===== src/rtl/traffic_pkg.sv =====
// Shared lamp encodings and phase type for the intersection phase scheduler.
package traffic_pkg;

  localparam logic [1:0] LAMP_RED    = 2'b00;
  localparam logic [1:0] LAMP_GREEN  = 2'b01;
  localparam logic [1:0] LAMP_YELLOW = 2'b10;

  typedef enum logic [1:0] {
    PH_GREEN,
    PH_YELLOW,
    PH_ALLRED
  } phase_t;

endpackage


===== src/rtl/rr_next_picker.sv =====
// Circular priority search: first set request bit at or after start, wrapping to 0.
module rr_next_picker #(
  parameter  int N   = 4,
  localparam int IDW = $clog2(N)
) (
  input  logic [N-1:0]   req,
  input  logic [IDW-1:0] start,
  output logic [IDW-1:0] idx,
  output logic           found
);

  // NOTE: every output gets a default before the loop so no latch is inferred.
  always_comb begin
    idx   = '0;
    found = 1'b0;
    for (int i = 0; i < N; i++) begin
      if (!found && req[(int'(start) + i) % N]) begin
        found = 1'b1;
        idx   = IDW'((int'(start) + i) % N);
      end
    end
  end

endmodule


===== src/rtl/intersection_phase_scheduler.sv =====
// Round-robin green/yellow/all-red sequencer for N approaches with min/max green
// and emergency preempt; all timing advances on the slow tick enable.
module intersection_phase_scheduler
  import traffic_pkg::*;
#(
  parameter  int N_APPR     = 4,
  parameter  int MIN_GREEN  = 4,
  parameter  int MAX_GREEN  = 12,
  parameter  int YELLOW_CYC = 3,
  parameter  int ALLRED_CYC = 2,
  localparam int IDW        = $clog2(N_APPR)
) (
  input  logic                clock,
  input  logic                clear,
  input  logic                tick,
  input  logic [N_APPR-1:0]   req,
  input  logic                preempt_valid,
  input  logic [IDW-1:0]      preempt_id,
  output logic [2*N_APPR-1:0] light,
  output logic [IDW-1:0]      active_id,
  output logic                phase_start
);

  localparam int CW = $clog2(MAX_GREEN + 1);
  localparam logic [CW-1:0] MIN_LAST = CW'(MIN_GREEN - 1);
  localparam logic [CW-1:0] MAX_LAST = CW'(MAX_GREEN - 1);
  localparam logic [CW-1:0] YEL_LAST = CW'(YELLOW_CYC - 1);
  localparam logic [CW-1:0] AR_LAST  = CW'(ALLRED_CYC - 1);

  phase_t          phase;
  logic [IDW-1:0]  next_id;
  logic [CW-1:0]   cnt;

  logic [N_APPR-1:0] other_req;
  logic [IDW-1:0]    scan_start;
  logic [IDW-1:0]    pick_id;
  logic              pick_found;
  logic              pre_ok;
  logic [CW-1:0]     cnt_sat;

  assign other_req  = req & ~(N_APPR'(1) << active_id);
  assign scan_start = (int'(active_id) == N_APPR - 1) ? '0 : active_id + 1'b1;
  // Out-of-range preempt ids are dropped as if no preempt were present.
  assign pre_ok     = preempt_valid && (int'(preempt_id) < N_APPR);
  assign cnt_sat    = (cnt >= MAX_LAST) ? MAX_LAST : cnt + 1'b1;

  rr_next_picker #(.N(N_APPR)) u_picker (
    .req   (other_req),
    .start (scan_start),
    .idx   (pick_id),
    .found (pick_found)
  );

  // NOTE: sequential state uses non-blocking assignments only.
  always_ff @(posedge clock) begin
    if (clear) begin
      phase       <= PH_GREEN;
      active_id   <= '0;
      next_id     <= '0;
      cnt         <= '0;
      phase_start <= 1'b0;
    end else begin
      phase_start <= 1'b0;
      if (tick) begin
        case (phase)
          PH_GREEN: begin
            if (pre_ok && preempt_id == active_id) begin
              cnt <= cnt_sat;
            end else if (pre_ok) begin
              phase   <= PH_YELLOW;
              next_id <= preempt_id;
              cnt     <= '0;
            end else if (pick_found && cnt >= MIN_LAST &&
                         (!req[active_id] || cnt >= MAX_LAST)) begin
              phase   <= PH_YELLOW;
              next_id <= pick_id;
              cnt     <= '0;
            end else begin
              cnt <= cnt_sat;
            end
          end
          PH_YELLOW: begin
            if (pre_ok) next_id <= preempt_id;
            if (cnt == YEL_LAST) begin
              phase <= PH_ALLRED;
              cnt   <= '0;
            end else begin
              cnt <= cnt + 1'b1;
            end
          end
          PH_ALLRED: begin
            if (cnt == AR_LAST) begin
              // A preempt seen on the final clearance tick still wins the next green.
              phase       <= PH_GREEN;
              active_id   <= pre_ok ? preempt_id : next_id;
              next_id     <= pre_ok ? preempt_id : next_id;
              cnt         <= '0;
              phase_start <= 1'b1;
            end else begin
              if (pre_ok) next_id <= preempt_id;
              cnt <= cnt + 1'b1;
            end
          end
          default: begin
            phase <= PH_GREEN;
            cnt   <= '0;
          end
        endcase
      end
    end
  end

  always_comb begin
    light = '0;
    case (phase)
      PH_GREEN:  light[2*int'(active_id) +: 2] = LAMP_GREEN;
      PH_YELLOW: light[2*int'(active_id) +: 2] = LAMP_YELLOW;
      default:   light = '0;
    endcase
  end

endmodule


===== config.mk =====
export PLATFORM = sky130hd
export DESIGN_NAME = intersection_phase_scheduler
export DESIGN_NICKNAME = d
export VERILOG_FILES = /design/src/rtl/traffic_pkg.sv /design/src/rtl/rr_next_picker.sv /design/src/rtl/intersection_phase_scheduler.sv
export SDC_FILE = /design/constraint.sdc
export NUM_CORES = 1
export LEC_CHECK = 0
export ABC_AREA = 1
export CAP_MARGIN = 20
export CORE_ASPECT_RATIO = 0.9
export CORE_MARGIN = 8
export CORE_UTILIZATION = 54
export DETAILED_ROUTE_END_ITERATION = 6
export GPL_TIMING_DRIVEN = 0
export PLACE_DENSITY = 0.8
export SYNTH_ARGS = -nofsm -noshare
export SYNTH_HDL_FRONTEND = slang
export SYNTH_HIERARCHICAL = 1
export SYNTH_SLANG_ARGS = --single-unit

===== constraint.sdc =====
create_clock -name clock -period 2.5 [get_ports clock]
set_clock_uncertainty 0.05 [all_clocks]
set_input_delay 0.75 -clock clock [delete_from_list [all_inputs] [get_ports clock]]
set_output_delay 0.75 -clock clock [all_outputs]
set_load 0.005 [all_outputs]

# Yosys cells after proc, flatten, opt, wreduce, memory -nomap -nowiden
# Cells that the tools add are included.
dict set report totals {
  wordCells 104
  ff_bits 11
  inputBits 10
  output_inout_bits 11
}
dict set report op_classes {
  n_eq_ne 10
  n_lt_le_gt_ge 7
  n_reduce_logical 21
  bitwise_logic 9
  addsub 6
  n_shift 4
  muxes 42
}
# op count
set op_table {}
lappend op_table {{$shiftx A2 B33 Y8 const A} 2}
lappend op_table {{$neg A3 Y33} 1}
lappend op_table {{$shift A2 B33 Y8 const A} 1}
lappend op_table {{$mux W2} 14}
lappend op_table {{$mux W4} 6}
lappend op_table {{$and A8 B8 Y8} 2}
lappend op_table {{$pmux W8 S2} 1}
lappend op_table {{$mux W1} 13}
lappend op_table {{$lt A3 B4 Y1 const B} 3}
lappend op_table {{$pmux W4 S3} 1}
lappend op_table {{$bmux W1 S2} 5}
lappend op_table {{$reduce_or A2 Y1} 4}
lappend op_table {{$logic_and A1 B1 Y1} 6}
lappend op_table {{$lt A2 B3 Y1 const B} 2}
lappend op_table {{$ne A2 B2 Y1 const B} 3}
lappend op_table {{$pmux W2 S3} 1}
lappend op_table {{$reduce_and A5 Y1} 1}
lappend op_table {{$add A2 B1 Y2 const B} 2}
lappend op_table {{$add A2 B2 Y2 const B} 2}
lappend op_table {{$add A4 B1 Y4 const B} 1}
lappend op_table {{$and A4 B4 Y4} 1}
lappend op_table {{$eq A2 B1 Y1 const B} 2}
lappend op_table {{$eq A4 B1 Y1 const B} 1}
lappend op_table {{$eq A4 B2 Y1 const B} 1}
lappend op_table {{17 further kinds} 23}

# Depth between registers and ports, before layout
dict set report depth {
  depth_word 22
  mapped_depth 18
  mapped_depth_nobuf 17
}

# Hierarchy
# The synthesis kept the hierarchy.
# module cells_per_inst area_per_inst_um2 instances seq_area_each_um2
set by_module_without_submodules {}
lappend by_module_without_submodules {intersection_phase_scheduler 157 1026.0 1 220.2}
lappend by_module_without_submodules {rr_next_picker 59 319.1 1 0.0}

# Worst setup path after synthesis
# No wires, ideal clock.
dict set report synth_path {
  kind {register to output}
  start {register active_id[0]}
  end {output light[0]}
  stages_incl_launch_ff 7
  t_required_ns 1.700
  arrival_ns 1.423
  slack_ns 0.277
  cell_sequence {dfxtp_1 -> buf_6 -> inv_4 -> ha_1 -> inv_1 -> nand3_1 -> nor4_1}
}
dict set report synth_between {
  elab_chain_cells 4
  word_cells_on_any_way 7
  classes_between {1 x add/sub; 3 x shift; 1 x mux; 2 x bitwise}
}
# element line
set synth_rtl {}
lappend synth_rtl {{start: declaration} intersection_phase_scheduler.sv:20} ;# output logic [IDW-1:0] active_id,
lappend synth_rtl {{start signal: assignment} intersection_phase_scheduler.sv:95} ;# active_id <= pre_ok ? preempt_id : next_id;
lappend synth_rtl {{$neg A3 Y33 *} {intersection_phase_scheduler.sv:116, intersection_phase_scheduler.sv:117}}
lappend synth_rtl {{$shiftx A2 B33 Y8, or another cell as far along} intersection_phase_scheduler.sv:117} ;# PH_YELLOW: light[2*int'(active_id) +: 2] = LAMP_YELLOW;
lappend synth_rtl {{$and A8 B8 Y8 (no source line)} -}
lappend synth_rtl {{$pmux W8 S2 *} intersection_phase_scheduler.sv:115} ;# case (phase)
lappend synth_rtl {{end: declaration} intersection_phase_scheduler.sv:19} ;# output logic [2*N_APPR-1:0] light,
# Mark *: on every way between the ends. The rest lies on a longest branch, timed or not.

# Worst setup path in the final report
# Ends and elaborated chain as after synthesis.

==> results.cfg <==
[routing]
viasPerCell = 5.07
num_vias = 1379
post_drt_wl_per_cell_microns = 11.5
drc = 0
drt-total-wl_mm = 3.13
dr.pass1.iters = 5
ant_nets = 0
drt-initial-drc-count = 90

[cells_and_area]
n_antenna_cell = 0
final_cells = 272
drive_above_1_share = 0.287
layout.nets = 270
nFillCells = 208
area_growth_pct = 28.0

[critical_path]
startpoint_type = register
cp-end-kind = output port
cp.required_ns = 1.70
crit_path_max_fanout = 8
crit_arrival_ns = 1.61
criticalPathCategory = reg2out

[floorplan]
coreArea_sq_um = 2400
num_io_pins = 21
dieArea_sq_um = 4350
rows = 17
fp.dieW_microns = 68.6
die_h_microns = 63.3
initial_core_util = 0.560

[run_status]
status = complete, no violations

[cts]
clock_path_buffers = 2
cts_root_buf = clkbuf_4
cts_buffers = 3
clk_latency_ns = 0.27
numClockSinks = 11
cts_tree = done
cts.htree.levels = 1
clk_transition_reported_paths_ns = 0.07

[timing]
fin_hold_ws_ns = 0.435
setup_viol = 0
period_share = 0.965
fin_ws_ns = 0.0885
slew_headroom = 0.777
maxSlewViolCount = 0
period_needed_ns = 2.41
final_hold_viol_count = 0
rsz0062_at_grt = yes
max_freq_mhz = 415
tightest_slew_ns = 0.334

[power_and_ir_drop]
totalPowerFinal_uw = 485
p_leak_uw = 0.000821
netSwitchingFraction = 0.351
seq_power_share = 0.394
power.density_nw_per_um2 = 282
ir_drop_v = 0.000439
combPwrFrac = 0.357
p_int_uw = 315
p_clk_frac = 0.249
p_sw_uw = 170

[flow_run]
maxCapViolCount = 0

[logic_synthesis]
syn_nets = 241
synth-seq-area-share = 0.164
netlist-cell-type-count = 26
synth_seq_cells = 11
syn_avg_cell_area_sq_um = 6.23
ys_warn_count = 6
syn_inst = 216
synth_area_sq_um = 1350

[global_routing]
grt.total_usage = 0.149
grt_max_degree = 11
grt_pass1_wl_mm = 5.36
overflow = 0
grt_pass1_vias = 1260
antenna_found_initial = 0

[placement]
post-place-ws_ns = -0.363
place_inst = 263
routabilityCongestion = 0.843
portBuffers = 19
post-dp-hpwl_mm = 2.36

[worst_hold_path]
hp-class = reg2reg
## cells by family after synthesis
kind of cell	count (synthesis)	synth area share
buffers and inverters	38	0.119
adders and majority gates	15	0.140
and+or+nand+nor	124	0.453
AOI/OAI and AO/OA	25	0.105
DFF	11	0.164
xor gates and xnor gates	3	0.0195
## metrics by stage
step                setup TNS [ns]   util  cell area (sq um)
global placement             -3.43  0.653               1570
finish                           0  0.716               1720
detailed placement           -3.41  0.653               1570
floorplan                        0      -               1350
CTS                              0  0.691               1660
global route               -0.0660  0.716               1720
## synthesized netlist by cell type, drive strengths merged
master  count  share of area
ha         15           0.14
o211ai      2          0.011
nor2       23          0.079
nor3b       1         0.0056
nand2      75           0.26
nand3b      1         0.0056
nand3      21          0.093
nor4        2         0.0093
a21oi      13          0.057
o21ai      10          0.037
xnor2       2          0.013
xor2        1         0.0065
nand4       1         0.0047
inv        35           0.10
buf         3          0.020
dfxtp      11           0.16
## cell usage in the layout, fill, tap and decap left out, types with 2 or more instances in the layout
master	netlist	final
a21oi_1	12	12
buf_4	0	5
buf_6	2	2
clkbuf_4	0	3
clkdlybuf4s50_1	0	11
dfxtp_1	11	7
dfxtp_2	0	2
dfxtp_4	0	2
dlygate4sd2_1	0	6
ha_1	15	11
ha_4	0	3
inv_1	29	25
inv_2	5	8
nand2_1	58	56
nand2_2	13	15
nand2_4	4	4
nand3_1	17	16
nand3_2	4	5
nor2_1	19	11
nor2_2	2	10
nor2_4	2	2
o211ai_1	2	2
o21ai_0	7	7
o21ai_1	3	2
xnor2_1	2	2
## cell type report
cell class / instances / area [sq um] / area share
Timing Repair Buffer: 24 / 216 / 0.126
Clock buffer: 3 / 22.5 / 0.0131
Multi-Input combinational cell: 167 / 1040 / 0.607
Tap cell: 28 / 35.0 / 0.0203
Clock inverter: 1 / 5.00 / 0.00291
Buffer: 3 / 26.3 / 0.0153
Sequential cell: 11 / 230 / 0.134
Inverter: 35 / 141 / 0.0821
## timing repair
item,CTS,global route
buffers inserted,3,2
pin swaps,0,4
setup endpoints to repair,10,12
hold buffers,0,0
resized for setup,28,18
## worst max-delay path, cell delays in order, from the launching register on
cell and delay (ns):
dfxtp_4 0.35, buf_6 0.12, inv_8 0.08, ha_4 0.21
inv_4 0.06, nand3_2 0.09, nor4_2 0.27, buf_2 0.16
## power groups by stage
stage / combinational (uW) / clock, uW / sequential [uW]
2_1_floorplan: 114 / 0 / 194
3_3_place_gp: 160 / 0 / 196
3_5_place_dp: 162 / 0 / 196
4_1_cts: 167 / 126 / 191
5_1_grt: 194 / 135 / 192
6_report: 173 / 121 / 191
## worst paths after layout
check                           slack, ns                       to                 startpoint  depth (start not counted)
worst max-delay path                 0.09                 light[0]  active_id[0]$_SDFFE_PP0P_                          7
worst max register to register       0.18    phase[1]$_SDFFE_PP0P_  active_id[0]$_SDFFE_PP0P_                         17
worst min register to register       0.43  next_id[0]$_SDFFE_PP0P_    next_id[0]$_SDFFE_PP0P_                          2
worst min-delay path                 0.43  next_id[0]$_SDFFE_PP0P_    next_id[0]$_SDFFE_PP0P_                          2
## sequential cells by signal (all words and copies together) (netlist names)
signal       flops
cnt              4
phase_start      1
active_id        2
phase            2
next_id          2
## per-layer routing
| layer | part of all wire | GRT usage |
|---|---|---|
| met1 | 0.46 | 0.196 |
| met2 | 0.51 | 0.236 |
| met4 | 0.010 | 0.0384 |
| met3 | 0.022 | 0.0283 |
| met5 | 0 | 0 |
(Power assumes the default switching activity.)
==> variant 1: new RTL, same flow settings <==
Set the parameter `N_APPR` to 8 (it was 4).
--- a/src/rtl/intersection_phase_scheduler.sv
+++ b/src/rtl/intersection_phase_scheduler.sv
@@ -4,5 +4,5 @@
   import traffic_pkg::*;
 #(
-  parameter  int N_APPR     = 4,
+  parameter  int N_APPR     = 8,
   parameter  int MIN_GREEN  = 4,
   parameter  int MAX_GREEN  = 12,
Interface: changed (resized active_id, light, preempt_id and req); port bits go from 21 to 35. No check against the original RTL was run, so the function may have changed too.
==> variant 1 against the original RTL <==
  * Worst hold slack got worse by 0.0021 ns
  * Core utilization rose by 12 points
  * Worst setup slack got worse by 0.82 ns
  * Design area rose by 78%
  * Largest cell class unchanged
  * Routed wire length rose to 2.5 times the old value
  * The run now ends with negative setup slack left
  * Total power rose by 56%
  * Sequential cell count rose by 2
  * Synthesized area rose by 52%
==> variant 1: results (changes against the original RTL) <==
** Timing
- The minimum setup slack in the final design was -0.736 ns (-0.824 ns).
- Headroom to the max-slew limit :: 68.9% (-8.8 points)
- The setup TNS was -7.46 ns (-7.46 ns).
- Tightest hold margin :: 0.433 ns (-0.00212 ns)
- The final-report setup violation count came to 23 (+23).

** Global routing
- The largest net degree at the start of global routing came to 12 (+1).
- GR Util All Layers :: 22.1% (+7.2 points)
- Met1 usage :: 30.3% (+11 points)
- The global-route track usage on met2 came to 35.2% (+12 points).
- The first-pass GRT wire length came to 10.9 mm (+100%).

** Synthesis
- Adder and majority gate portion of the synthesized area :: 11.0% (-3.0 points)
- Dominant cells by area after synthesis :: sky130_fd_sc_hd__nand2_1 15%, sky130_fd_sc_hd__dfxtp_1 13%, sky130_fd_sc_hd__nand3_1 12%
- The XOR/XNOR share of the synthesized area was 2.50% (+0.55 points).
- Synth Net Count :: 388 (+61%)
- The instance count of the mapped netlist was 355 (+64%).
- In the synthesized netlist, the cells that appear most often are 83 x sky130_fd_sc_hd__nand2_1, 51 x sky130_fd_sc_hd__nand3_1, 50 x sky130_fd_sc_hd__nor2_1.
- Fraction of the mapped netlist area in compound gates :: 10.8% (+0.30 points)

** CTS
- The later-pin clock latency in the skew report was 0.25 ns (-0.02 ns).
- Root Buffer Master :: sky130_fd_sc_hd__clkbuf_8
- Resized cells post-CTS :: 84 (+200%)

** Critical path
- On the critical path the largest part of the delay comes from simple AND/OR/NAND/NOR gates.
- Arrival @ worst endpoint :: 3.37 ns (+1.76 ns)
- Capturing element type of the critical path :: flip-flop
- CP endpoint :: phase[1]
- The worst reg2reg path depth is 22 (+5).

** Placement
- The last weighted congestion value of the routability-driven placer is 0.944 (+12%).
- The pre-CTS setup slack came to -0.790 ns (-0.426 ns).
- The number of placed cells counting well taps is 434 (+65%).
- The sum of net half-perimeters after detailed placement is 4.50 mm (+91%).

** Drt
- The total via count after detailed routing came to 2826 (+100%).
- The final wirelength was 7.92 mm (+150%).

** Cells and area
- Number of standard cells in the layout, taps in and fillers out :: 469 (+72%)
- The layout net count is 457 (+69%).

** Outcome
- Failing checks :: negative setup slack
- The run finished, with violations left.

** Worst hold path
- Worst min-delay path endpoint :: next_id[2]
[variant 1: kinds of logic (layout without fill, tap and decap cells)]
group                    after synthesis  after routing
XOR/XNOR                               5              5
AO/OA/AOI/OAI                         40             40
buffers and inverters                 55            123
flip-flops                            13             13
adder cells (fa/ha/maj)               18             18
AND/OR/NAND/NOR                      224            224
[variant 1: layout make-up]
cell class                      count  area, um^2
Inverter                           48         219
Clock buffer                        4        45.0
Fill cell                         226         606
Sequential cell                    13         273
Multi-Input combinational cell    287        1860
Tap cell                           46        57.6
Buffer                              7        78.8
Timing Repair Buffer               64         538
[variant 1: power by group]
group          switching, W  internal, W  total [W]
sequential        0.0000129     0.000216   0.000229
combinational      0.000199     0.000130   0.000328
clock             0.0000870     0.000113   0.000200
total              0.000299     0.000458   0.000757
[variant 1: per-layer routing]
| layer | wire length (um) | part of all wire (%) |
|---|---|---|
| met2 | 3460 | 44 |
| met1 | 3330 | 42 |
| met5 | 0 | 0 |
| met3 | 849 | 11 |
| met4 | 282 | 3.6 |
==> variant 2: new RTL, same flow settings <==
Made on the original files. Add an input register stage for `clear`, `tick`, `req`, `preempt_valid` and `preempt_id`, without a reset; this delays them by one clock.
--- a/src/rtl/intersection_phase_scheduler.sv
+++ b/src/rtl/intersection_phase_scheduler.sv
@@ -28,4 +28,18 @@
   localparam logic [CW-1:0] AR_LAST  = CW'(ALLRED_CYC - 1);
 
+  logic clear_q;
+  logic tick_q;
+  logic [N_APPR-1:0] req_q;
+  logic preempt_valid_q;
+  logic [IDW-1:0] preempt_id_q;
+
+  always_ff @(posedge clock) begin
+    clear_q         <= clear;
+    tick_q          <= tick;
+    req_q           <= req;
+    preempt_valid_q <= preempt_valid;
+    preempt_id_q    <= preempt_id;
+  end
+
   phase_t          phase;
   logic [IDW-1:0]  next_id;
@@ -39,8 +53,8 @@
   logic [CW-1:0]     cnt_sat;
 
-  assign other_req  = req & ~(N_APPR'(1) << active_id);
+  assign other_req  = req_q & ~(N_APPR'(1) << active_id);
   assign scan_start = (int'(active_id) == N_APPR - 1) ? '0 : active_id + 1'b1;
   // Out-of-range preempt ids are dropped as if no preempt were present.
-  assign pre_ok     = preempt_valid && (int'(preempt_id) < N_APPR);
+  assign pre_ok     = preempt_valid_q && (int'(preempt_id_q) < N_APPR);
   assign cnt_sat    = (cnt >= MAX_LAST) ? MAX_LAST : cnt + 1'b1;
 
@@ -54,5 +68,5 @@
   // NOTE: sequential state uses non-blocking assignments only.
   always_ff @(posedge clock) begin
-    if (clear) begin
+    if (clear_q) begin
       phase       <= PH_GREEN;
       active_id   <= '0;
@@ -62,15 +76,15 @@
     end else begin
       phase_start <= 1'b0;
-      if (tick) begin
+      if (tick_q) begin
         case (phase)
           PH_GREEN: begin
-            if (pre_ok && preempt_id == active_id) begin
+            if (pre_ok && preempt_id_q == active_id) begin
               cnt <= cnt_sat;
             end else if (pre_ok) begin
               phase   <= PH_YELLOW;
-              next_id <= preempt_id;
+              next_id <= preempt_id_q;
               cnt     <= '0;
             end else if (pick_found && cnt >= MIN_LAST &&
-                         (!req[active_id] || cnt >= MAX_LAST)) begin
+                         (!req_q[active_id] || cnt >= MAX_LAST)) begin
               phase   <= PH_YELLOW;
               next_id <= pick_id;
@@ -81,5 +95,5 @@
           end
           PH_YELLOW: begin
-            if (pre_ok) next_id <= preempt_id;
+            if (pre_ok) next_id <= preempt_id_q;
             if (cnt == YEL_LAST) begin
               phase <= PH_ALLRED;
@@ -93,10 +107,10 @@
               // A preempt seen on the final clearance tick still wins the next green.
               phase       <= PH_GREEN;
-              active_id   <= pre_ok ? preempt_id : next_id;
-              next_id     <= pre_ok ? preempt_id : next_id;
+              active_id   <= pre_ok ? preempt_id_q : next_id;
+              next_id     <= pre_ok ? preempt_id_q : next_id;
               cnt         <= '0;
               phase_start <= 1'b1;
             end else begin
-              if (pre_ok) next_id <= preempt_id;
+              if (pre_ok) next_id <= preempt_id_q;
               cnt <= cnt + 1'b1;
             end
Function: changed (Yosys sat finds a counterexample within 4 cycles, from zero or initial values).
==> variant 2 against the original RTL <==
  * Global-route usage fell by 0.16 points
  * Highest routed layer unchanged
  * Sequential cell count grew 9
  * Core utilization down 0.085 points
  * Worst setup slack better by 0.016 ns
  * Synthesized area increased by 18%
  * Routed wire length increased by 11%
  * First-iteration DRC count rose by 66%
  * Largest cell class unchanged
  * Design area up 15%
  * Critical path depth stayed put
  * Total power rose by 50%
  * Count of clock-buffer cells in the layout rose by 1
  * Cell count is 9.6% higher
==> variant 2: results (changes against the original RTL) <==
** Outcome
- Result of the run :: complete, no violations

** Critical path
- The largest stage delay on the critical path is 0.38 ns (+0.03 ns).
- Broken down by cell family, the worst path's largest delay share belongs to simple AND/OR/NAND/NOR gates.
- R2r setup slk :: 0.15 ns (-0.03 ns)
- Reg-to-reg startpoint :: active_id[0]
- Maximum fanout encountered on the critical timing path :: 4 (-4)
- Number of cell instances on the worst register-to-register path :: 18 (+1)
- On the critical path, the stage with the largest delay is an instance of sky130_fd_sc_hd__dfxtp_4.

** Cells and area
- The largest registers in the layout are cnt x4, req_q x4.
- Fillcell total :: 236 (+13%)
- Fraction of final layout cells with drive strength greater than 1 :: 30.6% (+1.9 points)
- The layout net count was 284 (+5.2%).

** Timing
- The slew at the pin closest to its max-slew limit came to 0.307 ns (-0.0273 ns).

** Power and ir drop
- The internal cell power came to 0.000501 W (+59%).
- The static power due to leakage was 0.951 nW (+16%).
- The worst ir drop on vdd came to 0.381 mV (-13%).

** Worst hold path
- In this run the most critical hold path is launched from next_id[0].
- Count of cells along the worst hold path :: 2 (unchanged)
- In this run the worst hold path is classified as reg -> reg.

** Synthesis
- The synthesized net count was 252 (+4.6%).
- The XOR/XNOR share of the synthesized area came to 0.554% (-1.4 points).
- Leading cell types by count after synthesis :: 59 x sky130_fd_sc_hd__nand2_1, 30 x sky130_fd_sc_hd__inv_1, 20 x sky130_fd_sc_hd__dfxtp_1
- The count of different cell masters after synthesis was 26 (unchanged).
- The share of synthesized cell area in full adder, half adder and majority cells is 11.9% (-2.1 points).
- The fraction of the mapped netlist area in compound gates was 9.26% (-1.3 points).
- Flip-flop cell with the highest count after synthesis :: sky130_fd_sc_hd__dfxtp_1
- Proportion of synthesized chip area in sequential cells :: 25.3% (+8.9 points)
- Ranked by total cell area, the synthesized netlist is headed by sky130_fd_sc_hd__dfxtp_1 25%, sky130_fd_sc_hd__nand2_1 14%, sky130_fd_sc_hd__ha_1 12%.

** CTS
- The later-pin clock latency in the skew report came to 0.30 ns (+0.03 ns).
- Clock buffers created by TritonCTS :: 3 (unchanged)
- The total number of clock tree sinks is 20 (+9).
- The clock-pin slew of the registers on the worst-case setup and hold paths came to 0.11 ns (+0.04 ns).

** Placement
- Post-detailed-placement half-perimeter wirelength :: 2.50 mm (+5.9%)
- Placer Congestion :: 0.848 (+0.58%)
- The pre-CTS setup slack is -0.495 ns (-0.132 ns).
- I/O Buffers :: 20 (+1)

** Drt
- The total via count after detailed routing was 1468 (+6.5%).
- Detailed-route wire length per cell :: 11.6 um (+0.89%)
- The iteration count of the initial detailed-routing pass is 4 (-1).
- The initial DRC count was 149 (+66%).

** Global routing
- Wire length of the first global-routing pass :: 5.75 mm (+7.2%)
- The all-layer global routing usage came to 14.7% (-0.16 points).
- The largest net degree at the start of global routing was 12 (+1).
- The via count of the first global-routing pass came to 1296 (+2.9%).
-- variant 2: changes by cell type in the layout (fill, tap and decap cells not counted), sizes merged, moves of 2 or more --
cell / before / now
inv: 35 / 37
nand2: 75 / 77
clkbuf: 3 / 8
nand3: 21 / 24
dfxtp: 11 / 20
nor3: 0 / 2
dlygate4sd2: 6 / 3
nor2: 23 / 19
-- variant 2: worst max-delay path by stage --
| stage | from | to | slack, ns | cells after the start |
|---|---|---|---|---|
| after floorplan | active_id[0] | phase[1] | 0.17 | 15 |
| after global placement | active_id[0] | light[0] | -0.49 | 6 |
| after detailed placement | active_id[0] | light[0] | -0.49 | 6 |
| after CTS | phase[0] | light[6] | -0.10 | 7 |
| after global routing | active_id[1] | phase[0] | -0.003 | 17 |
| final | phase[0] | light[4] | 0.10 | 7 |
-- variant 2: cells by family after synthesis --
kind of cell    Yosys count
xor+xnor                  1
flops                    20
simple gates            128
compound gates           24
buf+inv                  39
fa+ha+maj                15
-- variant 2: what timing repair did --
action,in CTS,in global routing
resized for setup,29,15
pin swaps,1,5
buffers inserted,3,3
setup endpoints to repair,16,10
cloned,0,1
-- variant 2: per-stage QoR --
stage / cells / hold WS [ns] / util, % / instance area [um^2]
final: 298 / 0.428 / 71.5 / 1980
after global routing: 298 / 0.448 / 71.5 / 1980
after CTS: 294 / 0.435 / 70.2 / 1940
after detailed placement: 287 / 0.419 / 66.1 / 1830
after global placement: 287 / 0.415 / 66.1 / 1830
after floorplan: 227 / 0.394 / - / 1580
-- variant 2: area by class of cell --
class / count / share of cell area (%)
well taps: 40 / 2.53
inverters: 37 / 7.39
flip-flops and latches: 20 / 20.8
plain buffers: 2 / 1.07
multi-input cells: 168 / 54.6
clock buffers: 4 / 1.83
repair buffers: 27 / 11.7
-- variant 2: power groups by stage --
stage               combinational, W  clock, W  sequential, W
floorplan                   0.000131         0       0.000352
global placement            0.000177         0       0.000355
detailed placement          0.000179         0       0.000355
CTS                         0.000186  0.000196       0.000347
global route                0.000211  0.000214       0.000349
finish                      0.000190  0.000191       0.000347
-- variant 2: layer usage --
metal	GRT usage [%]	vias up	share of wire, %	routed length [um]
li1	-	776	-	-
met1	20.1	640	49	1700
met2	22.3	46	43	1480
met3	4.29	6	6.7	231
met4	3.24	0	1.4	49
met5	0	-	0	0
-- variant 2: tightest hold or removal path, delay by kind of cell, from the launching register on --
family          cells  cell delay [ns]
flops               1             0.31
buf+inv             1             0.07
compound gates      1             0.06
